**config.mk**
```make
export PLATFORM = sky130hd
export DESIGN_NAME = ajc_8bit_sl_seq_unit
export DESIGN_NICKNAME = d
export VERILOG_FILES = /design/src/rtl/ajc_8bit_sl_seq_unit_pkg.sv /design/src/rtl/ajc_nbit_shift_step.sv /design/src/rtl/ajc_8bit_sl_seq_unit.sv
export SDC_FILE = /design/constraint.sdc
export NUM_CORES = 1
export LEC_CHECK = 0
export ABC_AREA = 0
export CAP_MARGIN = 5
export CORE_AREA = 5 5 77 72
export DETAILED_ROUTE_END_ITERATION = 12
export DIE_AREA = 0 0 82 77
export GPL_ROUTABILITY_DRIVEN = 1
export PLACE_DENSITY_LB_ADDON = 0.25
export SKIP_CTS_REPAIR_TIMING = 1
export SLEW_MARGIN = 20
export SYNTH_ARGS = -nofsm -noshare
export SYNTH_HDL_FRONTEND = slang
export SYNTH_HIERARCHICAL = 1
export SYNTH_SLANG_ARGS = --single-unit
export TNS_END_PERCENT = 5
```
**constraint.sdc**
```tcl
create_clock -name Clock -period 2.11 [get_ports Clock]
set_clock_uncertainty 0.1 [all_clocks]
set_input_delay 0.3165 -clock Clock [delete_from_list [all_inputs] [get_ports Clock]]
set_output_delay 0.3165 -clock Clock [all_outputs]
set_load 0.005 [all_outputs]
```
**src/rtl/ajc_8bit_sl_seq_unit_pkg.sv**
```systemverilog
// Shared definitions for the multi-cycle shift/rotate unit.
// Holds the default widths, the function-select codes, the FSM state
// encoding and the packed {C,N,V,Z} flag payload.
package ajc_8bit_sl_seq_unit_pkg;

    localparam int unsigned SL_WIDTH   = 8;
    localparam int unsigned SL_K_WIDTH = 2;

    // Func_Sel codes
    typedef enum logic [1:0] {
        FS_SHRL  = 2'b00,
        FS_SHLA  = 2'b01,
        FS_RLC   = 2'b10,
        FS_PASSY = 2'b11
    } func_e;

    // Sequencer states
    typedef enum logic [1:0] {
        ST_IDLE  = 2'b00,
        ST_SHIFT = 2'b01,
        ST_DONE  = 2'b10
    } state_e;

    // Flag payload, packs to {C,N,V,Z}
    typedef struct packed {
        logic c;
        logic n;
        logic v;
        logic z;
    } cnvz_t;

endpackage

```
**src/rtl/ajc_nbit_shift_step.sv**
```systemverilog
// Combinational single-bit step of the shift/rotate unit.
// Ports:
//   r, c         current work value and carry
//   func         operation select (pass-Y holds the value)
//   r_next       value after one step
//   c_next       carry after one step
//   sign_change  SHLA only: the step flipped the sign bit
module ajc_nbit_shift_step
    import ajc_8bit_sl_seq_unit_pkg::*;
#(
    parameter int unsigned WIDTH = SL_WIDTH
) (
    input  logic [WIDTH-1:0] r,
    input  logic             c,
    input  func_e            func,
    output logic [WIDTH-1:0] r_next,
    output logic             c_next,
    output logic             sign_change
);

    // One-bit step per function
    always_comb begin
        r_next      = r;
        c_next      = c;
        sign_change = 1'b0;
        case (func)
            FS_SHRL: begin
                r_next = {1'b0, r[WIDTH-1:1]};
                c_next = r[0];
            end
            FS_SHLA: begin
                r_next      = {r[WIDTH-2:0], 1'b0};
                c_next      = r[WIDTH-1];
                // new MSB is old r[W-2]
                sign_change = r[WIDTH-1] ^ r[WIDTH-2];
            end
            FS_RLC: begin
                r_next = {r[WIDTH-2:0], c};
                c_next = r[WIDTH-1];
            end
            default: begin
                r_next = r;
                c_next = c;
            end
        endcase
    end

endmodule

```
**src/rtl/ajc_8bit_sl_seq_unit.sv**
```systemverilog
// Multi-cycle SHRL/SHLA/RLC/pass-Y unit with Start/Busy/Done handshake.
// One bit is shifted per clock; the control unit stalls on Busy and
// picks up SL_Result/SL_CNVZ while Done is high.
// Ports:
//   Clock, Resetn        clock (rising edge), async active-low reset
//   Start                request, sampled in IDLE or DONE only
//   Func_Sel             00 SHRL, 01 SHLA, 10 RLC, 11 pass Operand_Y
//   Operand_X/Operand_Y  value to shift / pass-through value
//   Const_K              shift count
//   Cin                  carry in for RLC
//   Busy                 high while shifting
//   Done                 one-cycle pulse, result/flags valid
//   SL_Result, SL_CNVZ   registered result and {C,N,V,Z}, held until next op
module ajc_8bit_sl_seq_unit
    import ajc_8bit_sl_seq_unit_pkg::*;
#(
    parameter int unsigned WIDTH   = SL_WIDTH,
    parameter int unsigned K_WIDTH = SL_K_WIDTH
) (
    input  logic               Clock,
    input  logic               Resetn,
    input  logic               Start,
    input  logic [1:0]         Func_Sel,
    input  logic [WIDTH-1:0]   Operand_X,
    input  logic [WIDTH-1:0]   Operand_Y,
    input  logic [K_WIDTH-1:0] Const_K,
    input  logic               Cin,
    output logic               Busy,
    output logic               Done,
    output logic [WIDTH-1:0]   SL_Result,
    output logic [3:0]         SL_CNVZ
);

    state_e             state_q,  state_nxt;
    func_e              func_q,   func_nxt;
    logic [WIDTH-1:0]   work_q,   work_nxt;
    logic               carry_q,  carry_nxt;
    logic               sticky_q, sticky_nxt;
    logic [K_WIDTH-1:0] count_q,  count_nxt;
    logic               busy_q,   busy_nxt;
    logic               done_q,   done_nxt;
    logic [WIDTH-1:0]   result_q, result_nxt;
    cnvz_t              cnvz_q,   cnvz_nxt;

    logic [WIDTH-1:0]   step_r;
    logic               step_c;
    logic               step_sc;
    func_e              func_in;

    assign func_in = func_e'(Func_Sel);

    // Flags derived from a final value
    function automatic cnvz_t flags_of(input logic [WIDTH-1:0] value,
                                       input logic c, input logic ovf);
        cnvz_t f;
        f.c = c;
        f.n = value[WIDTH-1];
        f.v = ovf;
        f.z = ~|value;
        return f;
    endfunction

    ajc_nbit_shift_step #(
        .WIDTH(WIDTH)
    ) u_step (
        .r           (work_q),
        .c           (carry_q),
        .func        (func_q),
        .r_next      (step_r),
        .c_next      (step_c),
        .sign_change (step_sc)
    );

    // State and datapath registers
    always_ff @(posedge Clock or negedge Resetn) begin
        if (!Resetn) begin
            state_q  <= ST_IDLE;
            func_q   <= FS_SHRL;
            work_q   <= '0;
            carry_q  <= 1'b0;
            sticky_q <= 1'b0;
            count_q  <= '0;
            busy_q   <= 1'b0;
            done_q   <= 1'b0;
            result_q <= '0;
            cnvz_q   <= '0;
        end else begin
            state_q  <= state_nxt;
            func_q   <= func_nxt;
            work_q   <= work_nxt;
            carry_q  <= carry_nxt;
            sticky_q <= sticky_nxt;
            count_q  <= count_nxt;
            busy_q   <= busy_nxt;
            done_q   <= done_nxt;
            result_q <= result_nxt;
            cnvz_q   <= cnvz_nxt;
        end
    end

    // Next-state and next-register logic
    always_comb begin
        state_nxt  = state_q;
        func_nxt   = func_q;
        work_nxt   = work_q;
        carry_nxt  = carry_q;
        sticky_nxt = sticky_q;
        count_nxt  = count_q;
        result_nxt = result_q;
        cnvz_nxt   = cnvz_q;

        case (state_q)
            ST_IDLE, ST_DONE: begin
                state_nxt = ST_IDLE;
                if (Start) begin
                    func_nxt = func_in;
                    if (func_in == FS_PASSY) begin
                        result_nxt = Operand_Y;
                        cnvz_nxt   = flags_of(Operand_Y, 1'b0, 1'b0);
                        state_nxt  = ST_DONE;
                    end else if (Const_K == '0) begin
                        // zero count: result is X, carry is its initial value
                        result_nxt = Operand_X;
                        cnvz_nxt   = flags_of(Operand_X,
                                              (func_in == FS_RLC) ? Cin : 1'b0,
                                              1'b0);
                        state_nxt  = ST_DONE;
                    end else begin
                        work_nxt   = Operand_X;
                        carry_nxt  = (func_in == FS_RLC) ? Cin : 1'b0;
                        sticky_nxt = 1'b0;
                        count_nxt  = Const_K;
                        state_nxt  = ST_SHIFT;
                    end
                end
            end
            ST_SHIFT: begin
                work_nxt   = step_r;
                carry_nxt  = step_c;
                sticky_nxt = sticky_q | step_sc;
                count_nxt  = count_q - K_WIDTH'(1);
                if (count_q == K_WIDTH'(1)) begin
                    // last step lands directly in the result registers
                    result_nxt = step_r;
                    cnvz_nxt   = flags_of(step_r, step_c, sticky_q | step_sc);
                    state_nxt  = ST_DONE;
                end
            end
            default: begin
                state_nxt = ST_IDLE;
            end
        endcase

        busy_nxt = (state_nxt == ST_SHIFT);
        done_nxt = (state_nxt == ST_DONE);
    end

    assign Busy      = busy_q;
    assign Done      = done_q;
    assign SL_Result = result_q;
    assign SL_CNVZ   = cnvz_q;

endmodule
```
-- Yosys cells after proc, flatten, opt, wreduce, memory -nomap -nowiden
Index checks and enable logic that the tools add are counted.
W data, S select, Z words.
- register bits: 30
- latch bits: 0
- bits in writable memories: 0
- bits in read-only memories: 0
- input bits: 24
- output and inout port bits: 14
- logic and storage cells: 80
- memories kept: 0
- add/subtract/negate cells: 1
- $mul: 0
- divide/modulo/power cells: 0
- $lt $le $gt $ge: 0
- eq/ne operators: 14
- shift operators: 0
- mux-type cells: 35
- bitwise gates (word level): 2
- reductions and logical operators: 15
- operators with widths (cell ; count):
    $mux W8 ; 7
    $pmux W8 S2 ; 2
    $pmux W8 S3 ; 1
    $reduce_or A8 Y1 ; 3
    $mux W4 ; 4
    $mux W2 ; 7
    $eq A2 B2 Y1 const B ; 5
    $eq A2 B1 Y1 const B ; 4
    $mux W1 ; 8
    $ne A2 B2 Y1 const B ; 4
    $pmux W2 S2 ; 2
    $pmux W4 S2 ; 1
    $reduce_and A4 Y1 ; 2
    $logic_not A2 Y1 ; 3
    $pmux W1 S2 ; 3
    $reduce_or A2 Y1 ; 2
    $logic_not A1 Y1 ; 3
    $ne A3 B3 Y1 const B ; 1
    $reduce_and A2 Y1 ; 1
    $reduce_bool A2 Y1 ; 1
    $sub A2 B1 Y2 const B ; 1
    $or A1 B1 Y1 ; 1
    $xor A1 B1 Y1 ; 1

-- Logic depth before layout (Yosys ltp)
- word-level depth: 6
- gate-level depth with buffers: 8
- gate-level depth less buffers: 7

-- Cells and area by module
The synthesis kept the hierarchy.
- modules (own cells, without submodules) (module ; times used ; cells each ; area an instance (um2) ; sequential area each (um2)):
    ajc_8bit_sl_seq_unit ; 1 ; 150 ; 1451.4 ; 725.7
    ajc_nbit_shift_step ; 1 ; 44 ; 315.3 ; 0.0

-- Least setup slack after synthesis
OpenSTA, ideal clock, no wires.
- kind: reg2reg
- start point: reg func_q[0]
- end point: reg cnvz_q (netlist bit SL_CNVZ[0])
- setup time: 65 ps
- data arrival time: 1865 ps
- required time: 1945 ps
- setup slack: 81 ps
- cell stages (with the launch flop): 9
- buffers on the path: 2
- clock period less this slack: 2029 ps
- path through: dfrtp_1 -> ha_1 -> buf_6 -> buf_12 -> a21oi_2 -> a21oi_2 -> or4_1 -> o41ai_2 -> o22a_1
- word-level cells in the longest chain between the ends: 6
- elaborated cells between the ends (all ways): 8
- classes of those cells: 2 x eq/ne; 3 x mux; 3 x reduce/logical
- RTL lines (item ; line ; RTL):
    start, declared ; ajc_8bit_sl_seq_unit.sv:35 ; func_e func_q, func_nxt;
    start signal, assigned ; ajc_8bit_sl_seq_unit.sv:89 ; func_q <= func_nxt;
    $eq A2 B2 Y1, or another cell as far along ; ajc_nbit_shift_step.sv:26 ; case (func)
    $pmux W8 S3 * ; ajc_nbit_shift_step.sv:26 ;
    net step_r[5] ; ajc_8bit_sl_seq_unit.sv:45 ; logic [WIDTH-1:0] step_r;
    $reduce_or A8 Y1 * ; ajc_8bit_sl_seq_unit.sv:59 ; f.z = ~|value;
    $logic_not A1 Y1 * ; ajc_8bit_sl_seq_unit.sv:59 ;
    $mux W4 * ; ajc_8bit_sl_seq_unit.sv:142 ; if (count_q == K_WIDTH'(1)) begin
    $pmux W4 S2 * ; ajc_8bit_sl_seq_unit.sv:112 ; case (state_q)
    end signal, assigned ; ajc_8bit_sl_seq_unit.sv:97 ; cnvz_q <= cnvz_nxt;
    end, declared ; ajc_8bit_sl_seq_unit.sv:43 ; cnvz_t cnvz_q, cnvz_nxt;
The timed path passes the listed nets; every way through them passes the cells marked *. The select of a mux whose other input is x is not followed.
A chain may end at the register's enable or synchronous reset.

-- Worst setup path in the final report
Ends and elaborated chain as after synthesis.

==> results.md <==
* Min Hold Slack at 323 ps
* Endpoints failing setup at 0
* Die ar. at 0.00631 mm2
* Worst R2R Setup Slack at 40 ps
* Sw power at 1.35 mW
* Via density at 5.21
* Achievable Freq at 0.484 GHz
* Clk pwr share at 13.1%
* DR iter-0 viols at 102
* Initial antenna violation count at 0
* Post-Syn Nets at 223
* Dpl cells at 292
* Mux cell area share after synthesis at 7.22%
* Fin Setup TNS at 0 ps
* DRT antenna net count at 0
* Final setup margin at 42.6 ps
* Post-Synth XOR/XNOR Area at 0.496%
* CP arrival at 2180 ps
* Share of layout cells above drive strength 1 at 18.7%
* Post-route design area at 0.00231 mm2
* Core area at 0.00468 mm2
* Clock Pin Slew Worst Setup and Hold Paths at 60 ps
* Final min period at 2070 ps
* Port Buffers at 37
* Worst R2R Path Depth at 7
* Internal power at 2.09 mW
* Run status: finished clean
* Synth Area in Simple Gates at 19.8%
* Number of I/O pins at 38
* Synth async-reset ratio at 100%
* First-pass iteration count of the detailed router at 4
* Synth area leaders: dfrtp_1, nand2_1, a31oi_1
* Comb pwr share at 55.1%
* First-pass GRT wire length at 7590 um
* # diodes at 0
* Max-cap violations at 0
* EDFF count, synth at 0
* Total power at 3.44 mW
* Wirelength per Cell at 14.9 um
* Crit. End Element: register
* Yosys top cell by area: dfrtp_1
* Nets at 264
* Mean post-synth cell area at 9.11 um2
* Layout Area Growth over Synthesis at 30.8%
* Largest family of logic cells by synthesized area: compound AO/OA/AOI/OAI gates
* Final Hold Fails at 0
* Cell area after synthesis at 0.00177 mm2
* Final Cycle Share at 98.0%
* Via Count at 1563
* Pin count of the biggest net entering global routing at 30
* Hold WC Path Type: primary input to async pin
* Drc violations at 0
* Clk sink count at 29
* Seq pwr share at 31.8%
* Slew headroom at 75.0%
* VDD IR-drop max at 0.579 mV
* Syn Inst Count at 194
* Launch point of the worst reg-to-reg path: func_q[0]$_DFFE_PN0P_
* Initial Util at 37.7%
* CTS tree: yes
* Vias in the first global route at 1553
* Die X-Extent at 82 um
* Critical path type: register to register
* Sw frac at 39.3%
* Global placement routability congestion at 0.887
* Compound-Gate Fraction of Synth Area at 20.9%
* FF-to-FF End: SL_CNVZ[0]$_DFFE_PN0P_
* Worst-Margin Slew at 374 ps
* Non-Filler Instances at 300
* Clock buffer count from CTS at 5
* CTS H-tree depth at 2
* Critical path peak fanout at 8
* Die height at 77 um
* Synth Warn # at 6
* Overall global routing resource usage at 15.5%
* Post-DP Area at 0.00218 mm2
* Primary FF master, synth: dfrtp_1
* GRT overflow at 0
* Root Buffer: clkbuf_8
* #FFs+latches synth at 29
* Layout Utilization at 49.3%
* Cell variety after synth at 35
* Sequential area share after synthesis at 41.1%
* Maximum clock path buffer count at 2
* Leak at 0.941 nW
* Clk Latency, worst-skew pair at 270 ps
* WP data required at 2230 ps
* Synth Area in Adders at 3.54%
* Max Slew Vio Count at 0
* RSZ-0062 raised after global routing: yes
* Final WL at 4480 um
* Yosys top cell area share at 41.1%
* Kind of start point of the critical path: register
* Pwr dens at 1490 mW/mm2
* Place WS at -134 ps
* DPL Wire Length at 3310 um
* Row Count at 24
[synth_stat cells, types with 2 or more instances]
| master | number |
|---|---|
| a21oi_2 | 8 |
| mux2_2 | 6 |
| a31oi_1 | 19 |
| and2_1 | 2 |
| dfrtp_1 | 29 |
| ha_1 | 5 |
| buf_6 | 3 |
| o21ai_0 | 10 |
| nand2b_1 | 2 |
| nand2_1 | 40 |
| inv_1 | 5 |
| a21oi_1 | 6 |
| nor4_1 | 4 |
| nand3_1 | 4 |
| o211ai_1 | 2 |
| o21ai_1 | 3 |
| a22oi_1 | 2 |
| nor2_1 | 12 |
| nor2b_1 | 6 |
| buf_4 | 2 |
| mux2_4 | 4 |
| buf_2 | 7 |
[kinds of logic after synthesis]
family / Yosys count
AOI/OAI and AO/OA: 55
xor gates and xnor gates: 1
adders and majority gates: 5
buffers and inverters: 18
DFF: 29
muxes: 10
and+or+nand+nor: 76
[worst max-delay path by stage]
| stage | start | end | slack, ps | cells after the start |
|---|---|---|---|---|
| after floorplan | func_q[0]$_DFFE_PN0P_ | SL_CNVZ[0]$_DFFE_PN0P_ | 80 | 8 |
| after global placement | func_q[0]$_DFFE_PN0P_ | SL_CNVZ[0]$_DFFE_PN0P_ | -40 | 6 |
| after global routing | func_q[1]$_DFFE_PN0P_ | SL_CNVZ[0]$_DFFE_PN0P_ | -70 | 7 |
| final | func_q[0]$_DFFE_PN0P_ | SL_CNVZ[0]$_DFFE_PN0P_ | 40 | 7 |
| after detailed placement | func_q[0]$_DFFE_PN0P_ | SL_CNVZ[0]$_DFFE_PN0P_ | -130 | 6 |
| after CTS | func_q[0]$_DFFE_PN0P_ | SL_CNVZ[0]$_DFFE_PN0P_ | -130 | 6 |
[cell usage in the layout, fill, tap and decap left out, types with 5 or more instances in the layout]
| cell | netlist | final |
|---|---|---|
| clkbuf_8 | 0 | 6 |
| inv_1 | 5 | 5 |
| o21ai_0 | 10 | 8 |
| nor2b_1 | 6 | 6 |
| o21ai_1 | 3 | 5 |
| a21oi_2 | 8 | 9 |
| a21oi_1 | 6 | 5 |
| mux2_2 | 6 | 6 |
| dfrtp_1 | 29 | 28 |
| a31oi_1 | 19 | 19 |
| buf_4 | 2 | 10 |
| clkdlybuf4s50_1 | 0 | 37 |
| nor2_1 | 12 | 12 |
| nand2_1 | 40 | 40 |
[registers in the layout, summed over array words and instances, names as in the netlist]
signal	flops
func_q	2
SL_CNVZ	3
work_q	8
carry_q	1
Busy	1
count_q	2
Done	1
state_q	2
SL_Result	8
sticky_q	1
[power by group through the flow]
stage	clock (mW)	sequential, mW	combinational (mW)
final	0.449	1.10	1.89
after detailed placement	0	1.09	1.80
after floorplan	0	1.04	1.30
after global routing	0.497	1.13	2.09
after global placement	0	1.09	1.80
after CTS	0.463	1.09	1.81
[final cells by class]
type                       instances  area [um2]
clock buffer                       7        86.3
fill                             466        2370
inverter                           5        18.8
multi-input combinational        147         952
sequential                        29         727
tap                               65        81.3
timing repair buffer              47         445
[metal layers]
layer | share of wire (%) | vias to the layer above | track usage (%)
met5 | 0 | - | 0
met4 | 0.34 | 0 | 4.65
met3 | 5.5 | 2 | 5.15
met2 | 48 | 40 | 22.6
met1 | 46 | 754 | 21.5
li1 | - | 767 | -
[critical path: stages, from the launching register on]
cell     delay (ps)
dfrtp_2         410
inv_1           100
ha_2            240
o21ai_0         210
a21oi_2          80
or4_1           490
o41ai_2         220
o22a_1          160
No activity file was read; power rests on OpenSTA's default activity.
